$ cat src/rtl/vga_sync_if.sv
// Raster timing bundle from vga_sync_gen to the sprite drawers and VGA pins.
// Latency: none; this is a plain grouping of wires.
// Backpressure: none; timing is free-running, and consumers sample it each clock.
//
// Signals:
//   pixel_tick   1-clk strobe, one per pixel period
//   hcount       pixel column, 0..H_TOTAL-1
//   vcount       line, 0..V_TOTAL-1
//   hsync/vsync  active-low syncs
//   video_on     1 inside the visible window
//   frame_start  1-clk strobe on the tick that wraps the counters to (0,0)
//   frame_count  completed frames since reset, wraps 255->0
interface vga_sync_if;
    logic       pixel_tick;
    logic [9:0] hcount;
    logic [9:0] vcount;
    logic       hsync;
    logic       vsync;
    logic       video_on;
    logic       frame_start;
    logic [7:0] frame_count;

    modport master (
        output pixel_tick, hcount, vcount, hsync, vsync,
               video_on, frame_start, frame_count
    );

    modport slave (
        input  pixel_tick, hcount, vcount, hsync, vsync,
               video_on, frame_start, frame_count
    );
endinterface

$ cat src/rtl/vga_sync_gen.sv
// Raster timing generator: pixel-clock divider plus horizontal/vertical counters.
// Latency: the decoded syncs and video_on are registered alongside the counters.
//          They describe the hcount/vcount shown in the same cycle.
// Backpressure: none; the generator is free-running and cannot be stalled.
//
// Ports:
//   clk    system clock
//   reset  synchronous, active-low reset
//   vga    vga_sync_if.master carrying all timing outputs
module vga_sync_gen #(
    parameter int CLK_DIV   = 2,
    parameter int H_VISIBLE = 640,
    parameter int H_FRONT   = 16,
    parameter int H_SYNC    = 96,
    parameter int H_BACK    = 48,
    parameter int V_VISIBLE = 480,
    parameter int V_FRONT   = 10,
    parameter int V_SYNC    = 2,
    parameter int V_BACK    = 33
) (
    input  logic       clk,
    input  logic       reset,
    vga_sync_if.master vga
);
    localparam int H_TOTAL = H_VISIBLE + H_FRONT + H_SYNC + H_BACK;
    localparam int V_TOTAL = V_VISIBLE + V_FRONT + V_SYNC + V_BACK;

    // CLK_DIV=1 still needs a 1-bit divider register; it simply stays at 0.
    localparam int DIV_W = (CLK_DIV > 1) ? $clog2(CLK_DIV) : 1;
    localparam logic [DIV_W-1:0] DIV_LAST = DIV_W'(CLK_DIV - 1);

    localparam logic [9:0] H_LAST   = 10'(H_TOTAL - 1);
    localparam logic [9:0] V_LAST   = 10'(V_TOTAL - 1);
    localparam logic [9:0] H_VIS    = 10'(H_VISIBLE);
    localparam logic [9:0] V_VIS    = 10'(V_VISIBLE);
    localparam logic [9:0] HS_START = 10'(H_VISIBLE + H_FRONT);
    localparam logic [9:0] HS_END   = 10'(H_VISIBLE + H_FRONT + H_SYNC);
    localparam logic [9:0] VS_START = 10'(V_VISIBLE + V_FRONT);
    localparam logic [9:0] VS_END   = 10'(V_VISIBLE + V_FRONT + V_SYNC);

    logic [DIV_W-1:0] div;
    logic             div_last;
    logic             pixel_tick;
    logic [9:0]       hcount;
    logic [9:0]       vcount;
    logic             hsync;
    logic             vsync;
    logic             video_on;
    logic             frame_start;
    logic [7:0]       frame_count;

    logic [9:0]       h_nxt;
    logic [9:0]       v_nxt;
    logic             frame_wrap;

    assign div_last = (div == DIV_LAST);

    // Next-state counters. The decoders below use these values so that
    // the registered syncs line up with the registered counters.
    always_comb begin
        h_nxt      = hcount;
        v_nxt      = vcount;
        frame_wrap = 1'b0;
        if (pixel_tick) begin
            if (hcount == H_LAST) begin
                h_nxt = 10'd0;
                if (vcount == V_LAST) begin
                    v_nxt      = 10'd0;
                    frame_wrap = 1'b1;
                end else begin
                    v_nxt = vcount + 10'd1;
                end
            end else begin
                h_nxt = hcount + 10'd1;
            end
        end
    end

    always_ff @(posedge clk) begin
        if (!reset) begin
            div         <= '0;
            pixel_tick  <= 1'b0;
            hcount      <= 10'd0;
            vcount      <= 10'd0;
            hsync       <= 1'b1;
            vsync       <= 1'b1;
            video_on    <= 1'b0;
            frame_start <= 1'b0;
            frame_count <= 8'd0;
        end else begin
            div         <= div_last ? '0 : div + DIV_W'(1);
            pixel_tick  <= div_last;
            hcount      <= h_nxt;
            vcount      <= v_nxt;
            hsync       <= !((h_nxt >= HS_START) && (h_nxt < HS_END));
            vsync       <= !((v_nxt >= VS_START) && (v_nxt < VS_END));
            video_on    <= (h_nxt < H_VIS) && (v_nxt < V_VIS);
            frame_start <= frame_wrap;
            if (frame_wrap) begin
                frame_count <= frame_count + 8'd1;
            end
        end
    end

    assign vga.pixel_tick  = pixel_tick;
    assign vga.hcount      = hcount;
    assign vga.vcount      = vcount;
    assign vga.hsync       = hsync;
    assign vga.vsync       = vsync;
    assign vga.video_on    = video_on;
    assign vga.frame_start = frame_start;
    assign vga.frame_count = frame_count;
endmodule
$ cat src/flat_wrapper.sv
// flat-port wrapper written by rule: the top's interface ports become plain ports
module vga_sync_gen_flat 
#(
    parameter int CLK_DIV   = 2,
    parameter int H_VISIBLE = 640,
    parameter int H_FRONT   = 16,
    parameter int H_SYNC    = 96,
    parameter int H_BACK    = 48,
    parameter int V_VISIBLE = 480,
    parameter int V_FRONT   = 10,
    parameter int V_SYNC    = 2,
    parameter int V_BACK    = 33
)
  (clk, reset, vga_pixel_tick, vga_hcount, vga_vcount, vga_hsync, vga_vsync, vga_video_on, vga_frame_start, vga_frame_count);
  vga_sync_if vga_i ();
  input  logic clk;
  input  logic reset;
  output wire logic [$bits(vga_i.pixel_tick)-1:0] vga_pixel_tick;
  output wire logic [$bits(vga_i.hcount)-1:0] vga_hcount;
  output wire logic [$bits(vga_i.vcount)-1:0] vga_vcount;
  output wire logic [$bits(vga_i.hsync)-1:0] vga_hsync;
  output wire logic [$bits(vga_i.vsync)-1:0] vga_vsync;
  output wire logic [$bits(vga_i.video_on)-1:0] vga_video_on;
  output wire logic [$bits(vga_i.frame_start)-1:0] vga_frame_start;
  output wire logic [$bits(vga_i.frame_count)-1:0] vga_frame_count;
  assign vga_pixel_tick = vga_i.pixel_tick;
  assign vga_hcount = vga_i.hcount;
  assign vga_vcount = vga_i.vcount;
  assign vga_hsync = vga_i.hsync;
  assign vga_vsync = vga_i.vsync;
  assign vga_video_on = vga_i.video_on;
  assign vga_frame_start = vga_i.frame_start;
  assign vga_frame_count = vga_i.frame_count;
  vga_sync_gen #(.CLK_DIV(CLK_DIV), .H_VISIBLE(H_VISIBLE), .H_FRONT(H_FRONT), .H_SYNC(H_SYNC), .H_BACK(H_BACK), .V_VISIBLE(V_VISIBLE), .V_FRONT(V_FRONT), .V_SYNC(V_SYNC), .V_BACK(V_BACK)) u_core (.clk(clk), .reset(reset), .vga(vga_i));
endmodule
$ cat config.mk
export PLATFORM = sky130hd
export DESIGN_NAME = vga_sync_gen_flat
export DESIGN_NICKNAME = d
export VERILOG_FILES = /design/src/rtl/vga_sync_if.sv /design/src/rtl/vga_sync_gen.sv /design/src/flat_wrapper.sv
export SDC_FILE = /design/constraint.sdc
export NUM_CORES = 1
export LEC_CHECK = 0
export ABC_AREA = 1
export BUFFER_PORTS_ARGS = -buffer_cell sky130_fd_sc_hd__buf_4
export CAP_MARGIN = 30
export CORE_MARGIN = 5
export CORE_UTILIZATION = 45
export CTS_CLUSTER_SIZE = 8
export DETAILED_ROUTE_END_ITERATION = 16
export GPL_TIMING_DRIVEN = 0
export PLACE_DENSITY = 0.67
export SYNTH_ARGS = -nofsm -noshare
export SYNTH_HDL_FRONTEND = slang
export SYNTH_SLANG_ARGS = --single-unit
$ cat constraint.sdc
create_clock -name clk -period 4.1 [get_ports clk]
set_input_delay 1.025 -clock clk [delete_from_list [all_inputs] [get_ports clk]]
set_output_delay 1.025 -clock clk [all_outputs]
set_load 0.05 [all_outputs]
; ---- After elaboration in Yosys (flattened, before gate mapping)
; Cells that the tools add are included.
[op_classes]
magnitude_cmp = 6
n_addsub = 4
n_reduce_logical = 6
mux = 8
n_eq_ne = 2
n_bitwise = 1
[ops]
columns = op, n
row1 = two-way mux 10 bit, 5
row2 = adder 10 x 1 -> 10 bit (second input constant), 2
row3 = == test 10 bit (second input constant), 2
row4 = < comparator 10 bit (second input constant), 2
row5 = < comparator 10 x 9 -> 1 bit (second input constant), 2
row6 = >= comparator 10 bit (second input constant), 1
row7 = >= comparator 10 x 9 -> 1 bit (second input constant), 1
row8 = adder 8 x 1 -> 8 bit (second input constant), 1
row9 = logical AND 1 bit, 3
row10 = two-way mux 1 bit, 3
row11 = logical NOT 1 bit, 2
row12 = OR reduction 2 bit, 1
row13 = adder 1 bit (second input constant), 1
row14 = inverter 1 bit, 1
[word_totals]
reg_bits = 34
out_inout_bits = 33

; ---- Logic depth before layout (Yosys ltp)
; Gate-level depths: netlist of run 1.
[depth]
depth_word = 7
depth_mapped = 13

; ---- Worst setup path after synthesis of run 1
; Ideal clock, no wire load.
[synth_timing]
kind = register to register
startpoint = register u_core.hcount[0], in the netlist u_core.vga.hcount[0]
endpoint = register u_core.vsync, in the netlist u_core.vga.vsync
n_path_buf = 0
stages_incl_launch_ff = 13
arrival_time_ps = 1894
t_required_ps = 3985
slack_ps = 2091
cell_sequence = dfxtp_1 -> ha_1 -> nand2_1 -> inv_1 -> nand2_2 -> nor2_4 -> nand2_4 -> nor2_2 -> nand3_1 -> nand2_1 -> nand2_1 -> nor2_2 -> nand2_1
[synth_via]
elab_chain_cells = 6
[synth_lines]
columns = element, line_no
row1 = "start, declared", vga_sync_gen.sv:44  ; logic [9:0] hcount;
row2 = "start signal, assigned", vga_sync_gen.sv:93  ; hcount <= h_nxt;
row3 = == test 10 bit *, vga_sync_gen.sv:65  ; if (hcount == H_LAST) begin
row4 = two-way mux 10 bit *, vga_sync_gen.sv:65
row5 = two-way mux 10 bit *, vga_sync_gen.sv:64  ; if (pixel_tick) begin
row6 = >= comparator 10 x 9 -> 1 bit or < comparator 10 x 9 -> 1 bit (tied branches), vga_sync_gen.sv:96  ; vsync <= !((v_nxt >= VS_START) && (v_nxt < VS_END));
row7 = logical AND 1 bit *, vga_sync_gen.sv:96
row8 = logical NOT 1 bit *, vga_sync_gen.sv:96
row9 = "end signal, assigned", vga_sync_gen.sv:96
row10 = "end, declared", vga_sync_gen.sv:47  ; logic vsync;
; Mark *: on every way between the ends. The rest lies on a longest branch, timed or not.
; A chain may end at the register's enable or synchronous reset.

; ---- Worst setup path after layout of run 1
[layout_timing]
startpoint = register u_core.hcount[6], in the netlist u_core.vga.hcount[6]
endpoint = output port vga_hcount[6]
[layout_lines]
columns = element, line_no
row1 = "end, declared", flat_wrapper.sv:19  ; output wire logic [$bits(vga_i.hcount)-1:0] vga_hcount;
; No word-level cell between the ends.

==> metrics.csv, run 1 <==
stage,metric,value,unit
yosys,synth-simple-area-share,42.2,%
final_layout,fin_nets,318,
yosys,seq_area_frac_synth,36.5,%
grt,globalRoute.totalOverflow,0,
min_path,hold_path.class,reg -> reg,
yosys,netlist-cell-type-count,31,
critical_path,critical_path.slowest_cell,dfxtp_1,
yosys,post_synth_fa_ha_maj_area_fraction,2.68,%
clock_network,tritoncts,built,
power_and_ir_drop,power.density,276,mW/mm²
placement,post_place_cells,355,
critical_path,end_kind,output port,
critical_path,worst-path-max-fanout,8,
placement,place_congestion,0.850,
floorplanning,die_wd,74.4,µm
yosys,synth_nets,278,
flow_run,drv_cap,0,
drt,route.vias.total,1788,
grt,number_of_antenna_violations_at_the_first_check_in_global_routing,0,
critical_path,critPathTopFamily,flip-flops,
final_layout,finish.cell_count_without_fillers,363,
sta,setup_total_negative_slack,0,ns
power_and_ir_drop,vdd.ir_drop.worst,0.000210,V
critical_path,cp.buffers_inverters,1,
run_status,run_status,"complete, no violations",
drt,drt.antenna.violating_nets,0,
clock_network,cts-hold-fix-buffers,0,
sta,timing.max_slew.rel_slack,65.5,%
yosys,mappedNetlistArea,0.00186,mm²
grt,number_of_global_route_vias_before_repair,1671,
clock_network,cts_resized,0,
yosys,async_set_or_reset_flop_fraction_in_the_synthesized_netlist,0,%
sta,slew_limit_fails,0,
critical_path,worst-setup-path-type,reg -> out,
yosys,post_synth_xor_area_fraction,3.29,%
yosys,synth_top_family_by_area,simple AND/OR/NAND/NOR gates,
yosys,yosys_warnings,0,
clock_network,tritoncts.num_buffers,5,
sta,maxClockFrequency,483,MHz
sta,timing.final.crit_period,2.07,ns
clock_network,clock_tree.buffer_depth,2,
yosys,postSynthRegisterBits,34,
drt,wire_per_inst,12.0,µm
critical_path,cp-start-kind,flop,
drt,totalWireLength,4360,µm
critical_path,max_stage_delay,0.50,ns
yosys,synth_compound_gate_area_share,6.17,%
sta,report.final.setup_viol,0,
grt,pin_count_of_the_biggest_net_entering_global_routing,12,
critical_path,critPathRequiredTime,3.07,ns
clock_network,clock_tree.root_cell,clkbuf_8,
final_layout,multiInputGateArea,0.00101,mm²
sta,finalClockSkew,0.00336,ns
drt,initialDrtViolationCount,69,
sta,rsz0062_at_grt,false,
yosys,dominantRegCellSynth,dfxtp_1,
power_and_ir_drop,total_leakage_power,0.00105,µW
final_layout,fraction_of_final_layout_cells_with_drive_strength_greater_than_1,21.1,%
drt,drt_pass1_iterations,4,
placement,place.detailed.hpwl,3260,µm
floorplanning,core_area,0.00400,mm²
clock_network,post_cts_buffers,0,
yosys,synthMuxAreaShare,0,%
yosys,synth_edf_count,0,
clock_network,clock_latency,0.29,ns
sta,fin_crit_sh,50.5,%
final_layout,fillers,405,
drt,drcViolationCount,0,
yosys,average_size_of_a_mapped_cell,6.85,µm²
floorplanning,rows,23,
sta,finalHoldViolations,0,
placement,io_buffers,33,
yosys,synthesis.instances,272,
power_and_ir_drop,power.total,626,µW
floorplanning,initial_core_util,46.6,%
critical_path,cp_cell_sequence,buf_4,
floorplanning,die-area,0.00553,mm²
floorplanning,ios,35,
drt,detail_route.vias_per_cell,4.93,
clock_network,ctsHtreeMaxLevel,2,
sta,tightestPinTransition,0.518,ns
critical_path,arrival,1.05,ns
grt,global_route_usage_over_all_layers,17.3,%
final_layout,area.growth.synth_to_final,21.7,%
final_layout,antenna-diode-count,0,
grt,grt_pass1_wl,7310,µm
clock_network,clk_transition_reported_paths,0.07,ns
final_layout,sequential_cell_area,681,µm²
floorplanning,die_height,74.4,µm
clock_network,cts_num_sinks,34,
power breakdown:
part	leakage, µW	internal [µW]	total [µW]	switching, µW
sequential	0.000275	333	336	2.56
combinational	0.000733	7.25	26.9	19.7
clock	0.0000472	135	264	129
total	0.00105	475	626	151
registers in the layout, summed over array words and instances (netlist names):
register	cells
u_core.vga.video_on	1
u_core.vga.vcount	10
u_core.vga.frame_start	1
u_core.vga.hcount	10
u_core.vga.vsync	1
u_core.vga.pixel_tick	1
u_core.vga.hsync	1
u_core.div	1
u_core.vga.frame_count	8
logic make-up (layout without fill, tap and decap cells):
kind of cell / Yosys count / in the layout
AO/OA/AOI/OAI: 21 / 21
XOR/XNOR: 7 / 7
adder cells (fa/ha/maj): 4 / 4
buffers and inverters: 43 / 84
flip-flops: 34 / 34
AND/OR/NAND/NOR: 163 / 163
synth_stat cells, drive strengths merged (3+ instances only):
| cell type | number | area share, % |
|---|---|---|
| o21ai | 8 | 2.1 |
| nor3 | 6 | 2.8 |
| nand4 | 13 | 4.7 |
| xnor2 | 5 | 2.3 |
| inv | 37 | 7.4 |
| dfxtp | 34 | 37 |
| nand3 | 18 | 5.9 |
| a21oi | 11 | 3.2 |
| ha | 4 | 2.7 |
| nor2 | 49 | 11 |
| clkinv | 3 | 0.67 |
| nand2 | 73 | 16 |
final cells by class:
class / count / share of cell area [%]
timing repair buffer: 33 / 10.9
sequential: 34 / 30.0
clock inverter: 2 / 0.551
clock buffer: 6 / 3.64
tap: 50 / 2.76
buffer: 3 / 0.827
inverter: 40 / 6.67
multi-input combinational: 195 / 44.7
final timing paths:
check,from,cells past startpoint,slack (ns),to
hold reg to reg,u_core.div$_SDFF_PP0_,1,0.41,u_core.div$_SDFF_PP0_
setup reg to reg,u_core.vga.hcount[0]$_SDFF_PN0_,12,2.28,u_core.vga.vsync$_SDFF_PN1_
setup / recovery,u_core.vga.hcount[6]$_SDFF_PN0_,1,2.03,vga_hcount[6]
hold / removal,u_core.div$_SDFF_PP0_,1,0.41,u_core.div$_SDFF_PP0_
through the flow:
stage	area, µm²	hold WS, ns	setup slack, ns	util [%]
6_report	2270	0.414	2.03	56.7
3_5_place_dp	2170	0.405	2.01	54.4
3_3_place_gp	2170	0.400	2.04	54.4
5_1_grt	2270	0.444	1.97	56.7
4_1_cts	2270	0.416	2.03	56.7
2_1_floorplan	1860	0.392	2.09	-
worst reg2reg max path, cell delays in order, from the launching register on:
cell and delay, ns:
dfxtp_1 0.40, ha_1 0.25, nand2_1 0.07, inv_1 0.07, nand2_2 0.08, nor2_4 0.17
nand2_4 0.13, nor2_2 0.12, nand3_1 0.09, nand2_1 0.09, nand2_1 0.06, nor2_2 0.14
nand2_1 0.06
routing by layer:
layer / routed length (µm) / GRT usage [%] / vias up / part of all wire, %
met5: 0 / 0 / - / 0
met4: 98 / 8.30 / 0 / 2.2
li1: - / - / 941 / -
met2: 1990 / 27.2 / 33 / 46
met1: 2050 / 21.7 / 805 / 47
met3: 223 / 5.00 / 9 / 5.1
placed cells by master, fill, tap and decap left out, types with 2 or more instances in the layout:
master	count
nor2_1	43
nor2_4	2
dfxtp_1	34
a21oi_1	10
nand2_1	67
clkinv_1	2
nand4_1	12
nand2_4	2
clkbuf_8	6
inv_1	37
nand3_2	4
clkinv_2	2
xor2_1	2
xnor2_1	5
o21ai_0	5
nand2_2	4
nor3_1	4
o21ai_1	3
nand3_1	14
ha_1	4
nor3_4	2
nor2_2	4
buf_4	35
(Power assumes the default switching activity.)
==> run 2, diff against run 1 <==
- clock period: 4.1 -> 2 ns (I/O delays scaled with it)
==> metrics.csv, run 2 (synthesis results as in run 1) <==
stage,metric,value,unit,change
final_layout,most-common-layout-cells,"nand2_1 (67), nor2_1 (43), inv_1 (37)",,
critical_path,arrival,1.93,ns,+0.88 ns
floorplanning,initial_core_util,46.6,%,unchanged
power_and_ir_drop,power.density,539,mW/mm²,+95%
final_layout,post-route-util,56.7,%,-0.063 points
final_layout,antenna-diode-count,0,,unchanged
power_and_ir_drop,sw_frac_of_total,23.7,%,-0.42 points
clock_network,ctsHtreeMaxLevel,2,,unchanged
floorplanning,rows,23,,unchanged
power_and_ir_drop,total_leakage_power,0.00105,µW,-0.49%
power_and_ir_drop,net-switching-power,290,µW,+92%
clock_network,tritoncts,built,,
power_and_ir_drop,vdd.ir_drop.worst,0.000462,V,+120%
clock_network,tritoncts.num_buffers,5,,unchanged
run_status,run_status,"complete, no violations",,
final_layout,fin_nets,318,,unchanged
sta,tightestPinTransition,0.439,ns,-0.0786 ns
critical_path,end_kind,flop,,
clock_network,clock_tree.buffer_depth,2,,unchanged
final_layout,mostFrequentLayoutCell,nand2_1,,
sta,fin_crit_sh,87.5,%,
sta,timing.max_slew.rel_slack,70.5,%,+5.0 points
clock_network,clock_latency,0.29,ns,about the same
floorplanning,die_height,74.4,µm,unchanged
placement,placed_cell_area,0.00218,mm²,about the same
critical_path,critPathRequiredTime,2.18,ns,-0.89 ns
sta,timing.final.crit_period,1.75,ns,
grt,global_route_usage_over_all_layers,17.3,%,-0.023 points
grt,number_of_antenna_violations_at_the_first_check_in_global_routing,0,,unchanged
clock_network,clk_transition_reported_paths,0.07,ns,about the same
floorplanning,die_wd,74.4,µm,unchanged
final_layout,fraction_of_final_layout_cells_with_drive_strength_greater_than_1,21.5,%,+0.39 points
drt,route.vias.total,1754,,-1.9%
final_layout,biggestRegsByFlops,"u_core.vga.hcount x10, u_core.vga.vcount x10, u_core.vga.frame_count x8",,
drt,initialDrtViolationCount,91,,+32%
clock_network,clock_tree.root_cell,clkbuf_8,,
grt,globalRoute.totalOverflow,0,,unchanged
floorplanning,die-area,0.00553,mm²,unchanged
sta,slew_limit_fails,0,,unchanged
critical_path,worst-setup-path-type,reg -> reg,,
grt,grt_pass1_wl,7320,µm,+0.18%
min_path,hold_path.class,reg -> reg,,
sta,maxClockFrequency,571,MHz,
placement,io_buffers,33,,unchanged
power_and_ir_drop,power.total,1220,µW,+95%
power_and_ir_drop,seq_power_share,56.4,%,+2.8 points
placement,place.detailed.hpwl,3280,µm,+0.51%
sta,finalHoldViolations,0,,unchanged
placement,place_congestion,0.885,,+4.1%
drt,drcViolationCount,0,,unchanged
power_and_ir_drop,clock_power_share,38.9,%,-3.2 points
final_layout,post-route-cell-area,0.00227,mm²,-0.11%
final_layout,area.growth.synth_to_final,21.6,%,
drt,drt_pass1_iterations,4,,unchanged
sta,finalClockSkew,0.00439,ns,+0.00103 ns
sta,setup_total_negative_slack,0,ns,unchanged
critical_path,worst-path-max-fanout,5,,-3
floorplanning,ios,35,,unchanged
drt,wire_per_inst,11.9,µm,-0.73%
grt,pin_count_of_the_biggest_net_entering_global_routing,11,,-1
grt,number_of_global_route_vias_before_repair,1624,,-2.8%
clock_network,cts_num_sinks,34,,unchanged
sta,report.final.setup_viol,0,,unchanged
critical_path,cp-start-kind,flop,,
floorplanning,core_area,0.00400,mm²,unchanged
drt,totalWireLength,4320,µm,-1.0%
power_and_ir_drop,pwr-share-comb,4.6,%,+0.3 points
drt,drt.antenna.violating_nets,0,,unchanged
drt,detail_route.vias_per_cell,4.85,,-1.6%
sta,rsz0062_at_grt,false,,
flow_run,drv_cap,0,,unchanged
power_and_ir_drop,internal_power,933,µW,+96%
run 2: layout make-up:
| cell class | instances | area, µm² |
|---|---|---|
| flip-flops and latches | 34 | 682 |
| clock inverters | 2 | 10.0 |
| repair buffers | 33 | 248 |
| inverters | 40 | 151 |
| multi-input cells | 195 | 1030 |
| fillers | 416 | 1730 |
| well taps | 50 | 62.6 |
| clock buffers | 5 | 68.8 |
| plain buffers | 3 | 18.8 |
run 2: metrics by stage:
stage	setup slack, ns	cells	hold WS [ns]
floorplan	0.00126	272	0.392
global placement	0.195	355	0.400
detailed placement	0.172	355	0.405
CTS	0.177	362	0.415
global route	0.0147	362	0.438
finish	0.250	362	0.419
run 2: final timing paths:
check,startpoint,to,slack [ns],depth (start not counted)
min,u_core.div$_SDFF_PP0_,u_core.div$_SDFF_PP0_,0.42,1
max reg2reg,u_core.vga.hcount[1]$_SDFF_PN0_,u_core.vga.vsync$_SDFF_PN1_,0.25,12
max,u_core.vga.hcount[1]$_SDFF_PN0_,u_core.vga.vsync$_SDFF_PN1_,0.25,12
min reg2reg,u_core.div$_SDFF_PP0_,u_core.div$_SDFF_PP0_,0.42,1
run 2: routing by layer:
metal  up-vias  wire (µm)  track usage (%)
met3        11        191             4.59
met4         0        109             8.30
met1       763       2080             22.5
li1        946          -                -
met2        34       1940             26.4
met5         -          0                0
run 2: power by group through the flow:
| stage | combinational [µW] | clock, µW | sequential, µW |
|---|---|---|---|
| floorplan | 23.2 | 0 | 720 |
| global placement | 55.5 | 0 | 704 |
| detailed placement | 55.5 | 0 | 704 |
| CTS | 55.7 | 497 | 689 |
| global route | 63.9 | 525 | 690 |
| finish | 56.5 | 476 | 690 |
run 2: repair_timing:
action	in CTS	in global routing
endpoints found under the setup margin	0	3
hold buffers	0	0
gates resized for setup	0	2
setup buffers	0	0
run 2: worst max-delay path, cell delays in order (launching register included):
cell and delay (ns):
dfxtp_1 0.42, ha_4 0.19, nand2_1 0.05, inv_1 0.07
nand2_2 0.08, nor2_4 0.16, nand3_1 0.14, nor2_1 0.12
nand2_1 0.08, nand2_1 0.07, nand2_1 0.08, nor2_2 0.12
nand2_1 0.06
